$ cat src/rtl/keycode_event_queue.sv
// Turns the keyboard keycode level into a queue of press/release/repeat events.
// Latency: an event from a change sampled in cycle N is at the head in N+1 (empty queue).
// Backpressure: ev_valid/ev_ready pop; events that do not fit are dropped and flag overflow.
module keycode_event_queue #(
  parameter int DEPTH         = 8,
  parameter int REPEAT_EN     = 1,
  parameter int REPEAT_DELAY  = 25000000,
  parameter int REPEAT_PERIOD = 5000000
) (
  input  logic                     Clk,
  input  logic                     Reset,
  input  logic [7:0]               keycode,
  output logic                     ev_valid,
  output logic [7:0]               ev_code,
  output logic                     ev_press,
  output logic                     ev_repeat,
  input  logic                     ev_ready,
  output logic [$clog2(DEPTH):0]   ev_count,
  output logic                     overflow,
  input  logic                     ovf_clear
);

  localparam int AW   = $clog2(DEPTH);
  localparam int CNTW = AW + 1;
  localparam int RMAX = (REPEAT_DELAY > REPEAT_PERIOD) ? REPEAT_DELAY : REPEAT_PERIOD;
  localparam int CW   = $clog2(RMAX);

  // One queued event: {repeat, press, code}
  typedef struct packed {
    logic       rpt;
    logic       press;
    logic [7:0] code;
  } ev_t;

  // Storage and control state
  ev_t             mem_q [DEPTH];
  logic [AW-1:0]   wptr_q, wptr_d;
  logic [AW-1:0]   rptr_q, rptr_d;
  logic [CNTW-1:0] count_q, count_d;
  logic            ovf_q, ovf_d;
  logic [7:0]      kc_prev_q;
  logic [CW-1:0]   rpt_cnt_q, rpt_cnt_d;
  logic            first_q, first_d;

  // Combinational event generation / queue bookkeeping
  logic            change;
  logic            rel_ev, prs_ev, rpt_fire;
  logic [CW-1:0]   rpt_thr;
  ev_t             ev0, ev1;
  logic [CNTW-1:0] n_ev, n_acc, free_slots;
  logic            dropped, pop, wr0, wr1;
  ev_t             head;

  // Detect key changes and the typematic threshold; build up to two ordered events
  always_comb begin
    change   = (keycode != kc_prev_q);
    rel_ev   = change && (kc_prev_q != 8'd0);
    prs_ev   = change && (keycode != 8'd0);
    rpt_thr  = first_q ? CW'(REPEAT_DELAY - 1) : CW'(REPEAT_PERIOD - 1);
    // A change in the threshold cycle restarts timing instead of repeating
    rpt_fire = (REPEAT_EN != 0) && !change && (kc_prev_q != 8'd0) && (rpt_cnt_q == rpt_thr);

    ev0  = '0;
    ev1  = '0;
    n_ev = '0;
    if (rel_ev) begin
      ev0 = '{rpt: 1'b0, press: 1'b0, code: kc_prev_q};
      if (prs_ev) begin
        ev1  = '{rpt: 1'b0, press: 1'b1, code: keycode};
        n_ev = CNTW'(2);
      end else begin
        n_ev = CNTW'(1);
      end
    end else if (prs_ev) begin
      ev0  = '{rpt: 1'b0, press: 1'b1, code: keycode};
      n_ev = CNTW'(1);
    end else if (rpt_fire) begin
      ev0  = '{rpt: 1'b1, press: 1'b1, code: kc_prev_q};
      n_ev = CNTW'(1);
    end
  end

  // Accept events in order while space remains; a same-cycle pop frees nothing yet
  always_comb begin
    free_slots = CNTW'(DEPTH) - count_q;
    dropped    = (n_ev > free_slots);
    n_acc      = dropped ? free_slots : n_ev;
    wr0        = (n_acc >= CNTW'(1));
    wr1        = (n_acc == CNTW'(2));
    pop        = (count_q != '0) && ev_ready;

    wptr_d  = wptr_q + AW'(n_acc);
    rptr_d  = rptr_q + AW'(pop);
    count_d = count_q + n_acc - CNTW'(pop);

    // Set wins over clear when both land in the same cycle
    ovf_d = ovf_q;
    if (ovf_clear) ovf_d = 1'b0;
    if (dropped)   ovf_d = 1'b1;
  end

  // Typematic timer: restart on any change, idle at zero with no key held
  always_comb begin
    rpt_cnt_d = rpt_cnt_q;
    first_d   = first_q;
    if (REPEAT_EN == 0) begin
      rpt_cnt_d = '0;
      first_d   = 1'b1;
    end else if (change) begin
      rpt_cnt_d = '0;
      first_d   = 1'b1;
    end else if (kc_prev_q == 8'd0) begin
      rpt_cnt_d = '0;
    end else if (rpt_fire) begin
      // Restarts even when the repeat itself was dropped
      rpt_cnt_d = '0;
      first_d   = 1'b0;
    end else begin
      rpt_cnt_d = rpt_cnt_q + CW'(1);
    end
  end

  // Control registers with synchronous reset
  always_ff @(posedge Clk) begin
    if (Reset) begin
      kc_prev_q <= 8'd0;
      wptr_q    <= '0;
      rptr_q    <= '0;
      count_q   <= '0;
      ovf_q     <= 1'b0;
      rpt_cnt_q <= '0;
      first_q   <= 1'b1;
    end else begin
      kc_prev_q <= keycode;
      wptr_q    <= wptr_d;
      rptr_q    <= rptr_d;
      count_q   <= count_d;
      ovf_q     <= ovf_d;
      rpt_cnt_q <= rpt_cnt_d;
      first_q   <= first_d;
    end
  end

  // Event storage; contents are don't-care outside the valid window, so no reset
  always_ff @(posedge Clk) begin
    if (wr0) mem_q[wptr_q]          <= ev0;
    if (wr1) mem_q[wptr_q + AW'(1)] <= ev1;
  end

  // First-word fall-through head, forced to zero while empty
  always_comb begin
    head      = mem_q[rptr_q];
    ev_valid  = (count_q != '0);
    ev_code   = ev_valid ? head.code  : 8'd0;
    ev_press  = ev_valid ? head.press : 1'b0;
    ev_repeat = ev_valid ? head.rpt   : 1'b0;
    ev_count  = count_q;
    overflow  = ovf_q;
  end

endmodule
$ cat config.mk
export PLATFORM = sky130hd
export DESIGN_NAME = keycode_event_queue
export DESIGN_NICKNAME = d
export VERILOG_FILES = /design/src/rtl/keycode_event_queue.sv
export SDC_FILE = /design/constraint.sdc
export NUM_CORES = 1
export LEC_CHECK = 0
export BUFFER_PORTS_ARGS = -buffer_cell sky130_fd_sc_hd__buf_4
export CORE_MARGIN = 2
export CORE_UTILIZATION = 55
export CTS_CLUSTER_SIZE = 20
export DETAILED_ROUTE_END_ITERATION = 16
export GPL_TIMING_DRIVEN = 0
export PLACE_DENSITY = 0.75
export SLEW_MARGIN = 20
export SYNTH_ARGS = -nofsm -noshare
export SYNTH_HDL_FRONTEND = slang
export SYNTH_SLANG_ARGS = --single-unit
$ cat constraint.sdc
create_clock -name Clk -period 5.7 [get_ports Clk]
set_clock_uncertainty 0.15 [all_clocks]
set_input_delay 1.14 -clock Clk [delete_from_list [all_inputs] [get_ports Clk]]
set_output_delay 1.14 -clock Clk [all_outputs]
set_load 0.03 [all_outputs]
==> results.json, run 1 <==
{
  "timing.critical_path.to_type": "flop",
  "critical_path_class": "input port to flop",
  "drt_first_pass_iters": 5,
  "syn-cell-area_um2": 6210,
  "critical_path.most_common_cell": "clkbuf_1",
  "worst_setup_hold_path_clk_slew_ps": 60,
  "floorplan.initialDensity": 0.568,
  "drt_iter0_markers": 374,
  "synthCells": 547,
  "path_buf_inv": 5,
  "finalCriticalPeriod_ps": 5530,
  "slew_headroom": 0.335,
  "finalSetupViolations": 0,
  "clock_tree.buffer_depth": 2,
  "crit_family": "simple AND/OR/NAND/NOR gates",
  "grt_antenna_before_repair": 0,
  "wire_per_inst_um": 20.9,
  "synthesized_area_fraction_occupied_by_ao_oa_aoi_and_oai_cells": 0.116,
  "place.detailed.hpwl_um": 10500,
  "critical-path-slowest-cell": "nor4_1",
  "flow.area_growth_from_synthesis_pct": 15.5,
  "preCtsSetupSlack_ps": -380,
  "synth_top_family_by_area": "simple AND/OR/NAND/NOR gates",
  "fin_cells": 745,
  "leakage_nw": 2.51,
  "cellPowerDensity_nw_per_um2": 539,
  "crit_fanout": 10,
  "via_count_of_the_first_global_routing_pass": 4743,
  "synth_mux_area_frac": 0.0976,
  "setup_ws_ps": 173,
  "area_share_of_xor_xnor_cells_in_the_synthesized_design": 0.0508,
  "synth-seq-cells": 125,
  "total_via_count_after_detailed_routing": 4780,
  "die-area_um2": 12200,
  "antenna_left": 0,
  "cts_buffers": 17,
  "synthSimpleGateAreaFrac": 0.151,
  "synth.yosys.seq_area_share": 0.519,
  "cts_hold_repair.buffers": 0,
  "grt_util_all_layers": 0.276,
  "die_y_um": 110,
  "routed_via_density": 6.42,
  "nets": 620,
  "placeableCoreArea_um2": 10900,
  "timing.critical_path.from_type": "input port",
  "synthDominantCellAreaShare": 0.348,
  "async_flop_share": 0,
  "fin_worst_hold_slack_ps": 327,
  "yosys_warnings": 0,
  "floorplan.io_pins": 28,
  "setup_repair_after_global_routing_missed_its_margin": "no",
  "power.ir.vdd_worst_mv": 0.408,
  "synthAdderAreaFrac": 0.0347,
  "cts_sinks": 125,
  "grt.overflow.total": 0,
  "drv.max_cap_violation_count": 0,
  "worstSkewPairLatency_ps": 410,
  "maxSlewViolCount": 0,
  "wirelength_um": 15600,
  "timing.final.hold_violations": 0,
  "level_count_of_the_clock_h_tree": 4,
  "clock_tree.root_cell": "clkbuf_16",
  "leading_area_contributor_after_synthesis": "edfxtp_1",
  "cp_cell_sequence": "buf_4 > xor2_1 > nor4_1 > and2_1 > clkbuf_1 > and3_1 > nand2b_1 > inv_1 > ha_1 > nand2_1 > o21ai_0 > or2_2 > clkbuf_1 > a32oi_2 > or4_1 > clkbuf_1 > nand2_2",
  "synthDistinctLibCells": 53,
  "placement_rows": 38,
  "number_of_synthesized_flops_with_an_enable_pin": 72,
  "max_slew.worst_pin.slew_ps": 997,
  "grt_first_pass_wirelength_um": 24700,
  "cp.required_ps": 5640,
  "longest_individual_stage_delay_on_the_worst_path_ps": 520,
  "diodes": 0,
  "cells_taking_the_most_area_after_synthesis": "edfxtp_1 (35%), dfxtp_1 (17%), mux4_2 (7.3%)",
  "post_route_cells_drive_above_1_share": 0.165,
  "synth_nets": 575,
  "cp.arrival_ps": 5460,
  "io_buffers": 27,
  "grt_start_max_net_pins": 17,
  "status": "complete, no violations",
  "cts_setup_buffers": 0,
  "place.detailed.instances": 714,
  "fp.dieW_um": 110,
  "globalplace.congestion": 0.892,
  "drc_errors": 0,
  "ys.flop_type": "edfxtp_1",
  "fin_crit_sh": 0.970,
  "postSynthAreaPerCell_um2": 11.3,
  "max_clock_freq_mhz": 181,
  "cts_tree": "done",
  "holdCritPathClass": "flop to flop",
  "mostFrequentLayoutCells": "o22ai_1 (72), edfxtp_1 (72), dfxtp_1 (53)"
}
-- flip-flops by register name (all words and copies together) (netlist names) --
register and count:
mem_q 80, rpt_cnt_q 25, kc_prev_q 8, ev_count 4, rptr_q 3, wptr_q 3, first_q 1, overflow 1
-- cells by family after synthesis --
kind of cell             count (synthesis)
AO/OA/AOI/OAI                          110
XOR/XNOR                                36
adder cells (fa/ha/maj)                 16
buffers and inverters                   48
flip-flops                             125
multiplexers                            35
other                                    1
AND/OR/NAND/NOR                        176
-- metrics by stage --
| stage | area, um^2 | TNS, ps | util | total power, mW |
|---|---|---|---|---|
| after global routing | 7170 | 0 | 0.656 | 4.06 |
| after global placement | 6590 | -14040 | 0.602 | 2.77 |
| after CTS | 7140 | 0 | 0.653 | 3.84 |
| final | 7170 | 0 | 0.656 | 3.86 |
| after detailed placement | 6590 | -24470 | 0.602 | 2.83 |
| after floorplan | 6210 | 0 | - | 2.37 |
-- worst paths after layout --
kind	start	to	slack, ps	cells past startpoint
worst min-delay path	overflow	overflow	330	2
worst max-delay path	keycode[5]	mem_q[1][0]	170	17
worst max register to register	rpt_cnt_q[12]	mem_q[1][0]	490	15
worst min register to register	overflow	overflow	330	2
-- repair_timing --
action,4_1_cts,5_1_grt
gates resized for setup,2,11
pin swaps,0,0
endpoints found under the setup margin,15,118
-- cells in the mapped netlist (3+ instances only) --
library cell,number
o22ai_1,72
nor4_1,10
or3_1,9
nand2_1,39
a21oi_1,8
nor2b_1,17
o21ai_0,5
a22oi_1,8
xor2_1,24
xnor2_1,12
nor3_1,3
mux2_1,3
and2_1,4
and4_1,4
nand3_1,8
nor2_1,43
inv_1,16
clkbuf_1,29
o21a_1,4
or4_1,3
nand2b_1,6
dfxtp_1,53
mux4_2,20
ha_1,14
nand4_1,5
edfxtp_1,72
nor4bb_1,3
mux2i_1,11
a21boi_0,4
and3_1,9
-- worst register-to-register path: cells and delay by family, from the launching register on --
family	cells	cell delay, ps
AND/OR/NAND/NOR	8	2380
flip-flops	1	360
buffers and inverters	3	800
AO/OA/AOI/OAI	3	900
adder cells (fa/ha/maj)	1	270
-- power breakdown --
group,switching (mW),total [mW],internal (mW)
logic,0.952,1.48,0.528
registers,0.0918,1.39,1.30
clock network,0.401,0.996,0.594
total,1.45,3.86,2.42
-- metal layers --
metal,track usage,part of all wire,up-vias
li1,-,-,2181
met1,0.335,0.38,2296
met2,0.465,0.50,262
met3,0.0611,0.077,41
met4,0.134,0.038,0
met5,0,0,-
-- cell type report --
class | instances | area [um^2]
repair buffers | 27 | 203
well taps | 140 | 175
flip-flops and latches | 125 | 3220
plain buffers | 31 | 126
clock buffers | 17 | 425
fillers | 831 | 3760
inverters | 16 | 60.1
clock inverters | 15 | 123
multi-input cells | 374 | 2840
Power figures use the tool's default switching activity.
==> run 2, diff against run 1 <==
--- a/config.mk
+++ b/config.mk
@@ -7,11 +7,11 @@
 export LEC_CHECK = 0
 export BUFFER_PORTS_ARGS = -buffer_cell sky130_fd_sc_hd__buf_4
 export CORE_MARGIN = 2
-export CORE_UTILIZATION = 55
+export CORE_UTILIZATION = 62
 export CTS_CLUSTER_SIZE = 20
 export DETAILED_ROUTE_END_ITERATION = 16
 export GPL_TIMING_DRIVEN = 0
-export PLACE_DENSITY = 0.75
+export PLACE_DENSITY = 0.83
 export SLEW_MARGIN = 20
 export SYNTH_ARGS = -nofsm -noshare
 export SYNTH_HDL_FRONTEND = slang
==> results.json, run 2 (synthesis results as in run 1) <==
{
  "die-area_um2": 10800,
  "longest_individual_stage_delay_on_the_worst_path_ps": 480,
  "level_count_of_the_clock_h_tree": 4,
  "total_via_count_after_detailed_routing": 4879,
  "grt_start_max_net_pins": 17,
  "wirelength_um": 15400,
  "p_int_mw": 2.43,
  "globalplace.congestion": 0.862,
  "nets": 621,
  "io_buffers": 27,
  "registers.top_by_ff_count": "mem_q",
  "routed_via_density": 6.60,
  "place.detailed.instances": 707,
  "cp_cell_sequence": "buf_4 > xor2_1 > nor4_1 > and2_1 > clkbuf_1 > and3_1 > nand2b_1 > inv_1 > ha_1 > nand2_1 > o21ai_0 > or2_2 > clkbuf_1 > a32oi_2 > or3_1 > clkbuf_1 > nand2_1",
  "status": "complete, no violations",
  "leakage_nw": 2.51,
  "placement_rows": 36,
  "power.ir.vdd_worst_mv": 0.387,
  "floorplan.initialDensity": 0.638,
  "grt_first_pass_wirelength_um": 24500,
  "finalSetupTns_ps": 0,
  "grt_antenna_before_repair": 0,
  "die_y_um": 104,
  "max_clock_freq_mhz": 187,
  "cp.required_ps": 5730,
  "cts_buffers": 17,
  "comb_power_share": 0.381,
  "place.detailed.hpwl_um": 10500,
  "holdCritPathClass": "flop to flop",
  "clock_tree.root_cell": "clkbuf_8",
  "layout.core_utilization": 0.735,
  "drt_first_pass_iters": 6,
  "drt_iter0_markers": 712,
  "crit_fanout": 10,
  "timing.critical_path.to_type": "flop",
  "critical_path_class": "input port to flop",
  "setup_ws_ps": 343,
  "multi_input_comb_area_um2": 2830,
  "cp.arrival_ps": 5390,
  "switching_share": 0.368,
  "floorplan.io_pins": 28,
  "preCtsSetupSlack_ps": -300,
  "cellPowerDensity_nw_per_um2": 537,
  "fillers": 698,
  "flow.area_growth_from_synthesis_pct": 15.1,
  "fin_cells": 739,
  "antenna_left": 0,
  "share_of_total_power_in_the_clock_network": 0.257,
  "fp.dieW_um": 104,
  "finalSetupViolations": 0,
  "fin_crit_sh": 0.940,
  "critical_path.most_common_cell": "clkbuf_1",
  "grt.overflow.total": 0,
  "mostFrequentLayoutCells": "o22ai_1 (72), edfxtp_1 (72), dfxtp_1 (53)",
  "largest_register_ffs": 80,
  "drc_errors": 0,
  "diodes": 0,
  "net-switching-power_mw": 1.41,
  "via_count_of_the_first_global_routing_pass": 4836,
  "cts_sinks": 125,
  "timing.critical_path.from_type": "input port",
  "power_frac_seq": 0.362,
  "worst_setup_hold_path_clk_slew_ps": 50,
  "post_route_cells_drive_above_1_share": 0.150,
  "final-seq-area_um2": 3220,
  "grt_util_all_layers": 0.294,
  "worstSkewPairLatency_ps": 550,
  "top_regs": "mem_q: 80 flops, rpt_cnt_q: 25 flops, kc_prev_q: 8 flops",
  "setup_repair_after_global_routing_missed_its_margin": "no",
  "drv.max_cap_violation_count": 0,
  "placeableCoreArea_um2": 9730,
  "finalCriticalPeriod_ps": 5360,
  "cts_tree": "done",
  "critical-path-slowest-cell": "clkbuf_1",
  "clock_tree.buffer_depth": 2,
  "maxSlewViolCount": 0,
  "max_slew.worst_pin.slew_ps": 1000,
  "timing.final.hold_violations": 0,
  "slew_headroom": 0.332,
  "wire_per_inst_um": 20.9
}
-- run 2: cell types whose count changed in the layout (fill, tap and decap cells not counted), sizes merged --
cell	change
clkinv	-1
clkbuf	+8
inv	-2
clkinvlp	-4
-- run 2: metrics by stage --
stage          instance area (um^2)  hold WS, ps  power, mW
6_report                       7150          308       3.84
2_1_floorplan                  6210          276       2.37
3_3_place_gp                   6580          293       2.75
3_5_place_dp                   6580          303       2.82
4_1_cts                        7110          315       3.80
5_1_grt                        7150          336       4.00
-- run 2: repair_timing --
action	CTS	global route
resized for setup	0	7
buffers inserted	0	0
endpoints found under the setup margin	0	72
hold buffers	0	0
-- run 2: layer usage --
metal  track usage  wire length [um]  vias up
met1         0.348              5540     2317
met2         0.496              7860      307
met3        0.0808              1410       74
met4         0.145               641        0
met5             0                 0        -
li1              -                 -     2181
-- run 2: cell type report --
cell class                      instances  share of cell area
Clock inverter                          8             0.00928
Inverter                               16             0.00840
Sequential cell                       125               0.451
Clock buffer                           24              0.0658
Buffer                                 32              0.0180
Multi-Input combinational cell        374               0.396
Timing Repair Buffer                   27              0.0284
Tap cell                              133              0.0233
-- run 2: power by group through the flow --
| stage | Clock (mW) | Sequential (mW) | Combinational [mW] |
|---|---|---|---|
| 2_1_floorplan | 0 | 1.39 | 0.984 |
| 3_3_place_gp | 0 | 1.38 | 1.37 |
| 3_5_place_dp | 0 | 1.40 | 1.42 |
| 4_1_cts | 0.983 | 1.39 | 1.43 |
| 5_1_grt | 1.03 | 1.40 | 1.57 |
| 6_report | 0.987 | 1.39 | 1.46 |
-- run 2: worst paths after layout --
path                                     end          start  cells past startpoint  slack [ps]
worst min register to register  rpt_cnt_q[0]   rpt_cnt_q[0]                      1         310
worst max register to register   mem_q[4][3]  rpt_cnt_q[21]                     15         450
worst max-delay path             mem_q[4][3]     keycode[2]                     17         340
worst min-delay path            rpt_cnt_q[0]   rpt_cnt_q[0]                      1         310
-- run 2: critical path: cells and delay by family --
family	cells	cell delay, ps
compound gates	2	590
simple gates	8	2030
buf+inv	5	1180
xor+xnor	1	160
fa+ha+maj	1	270
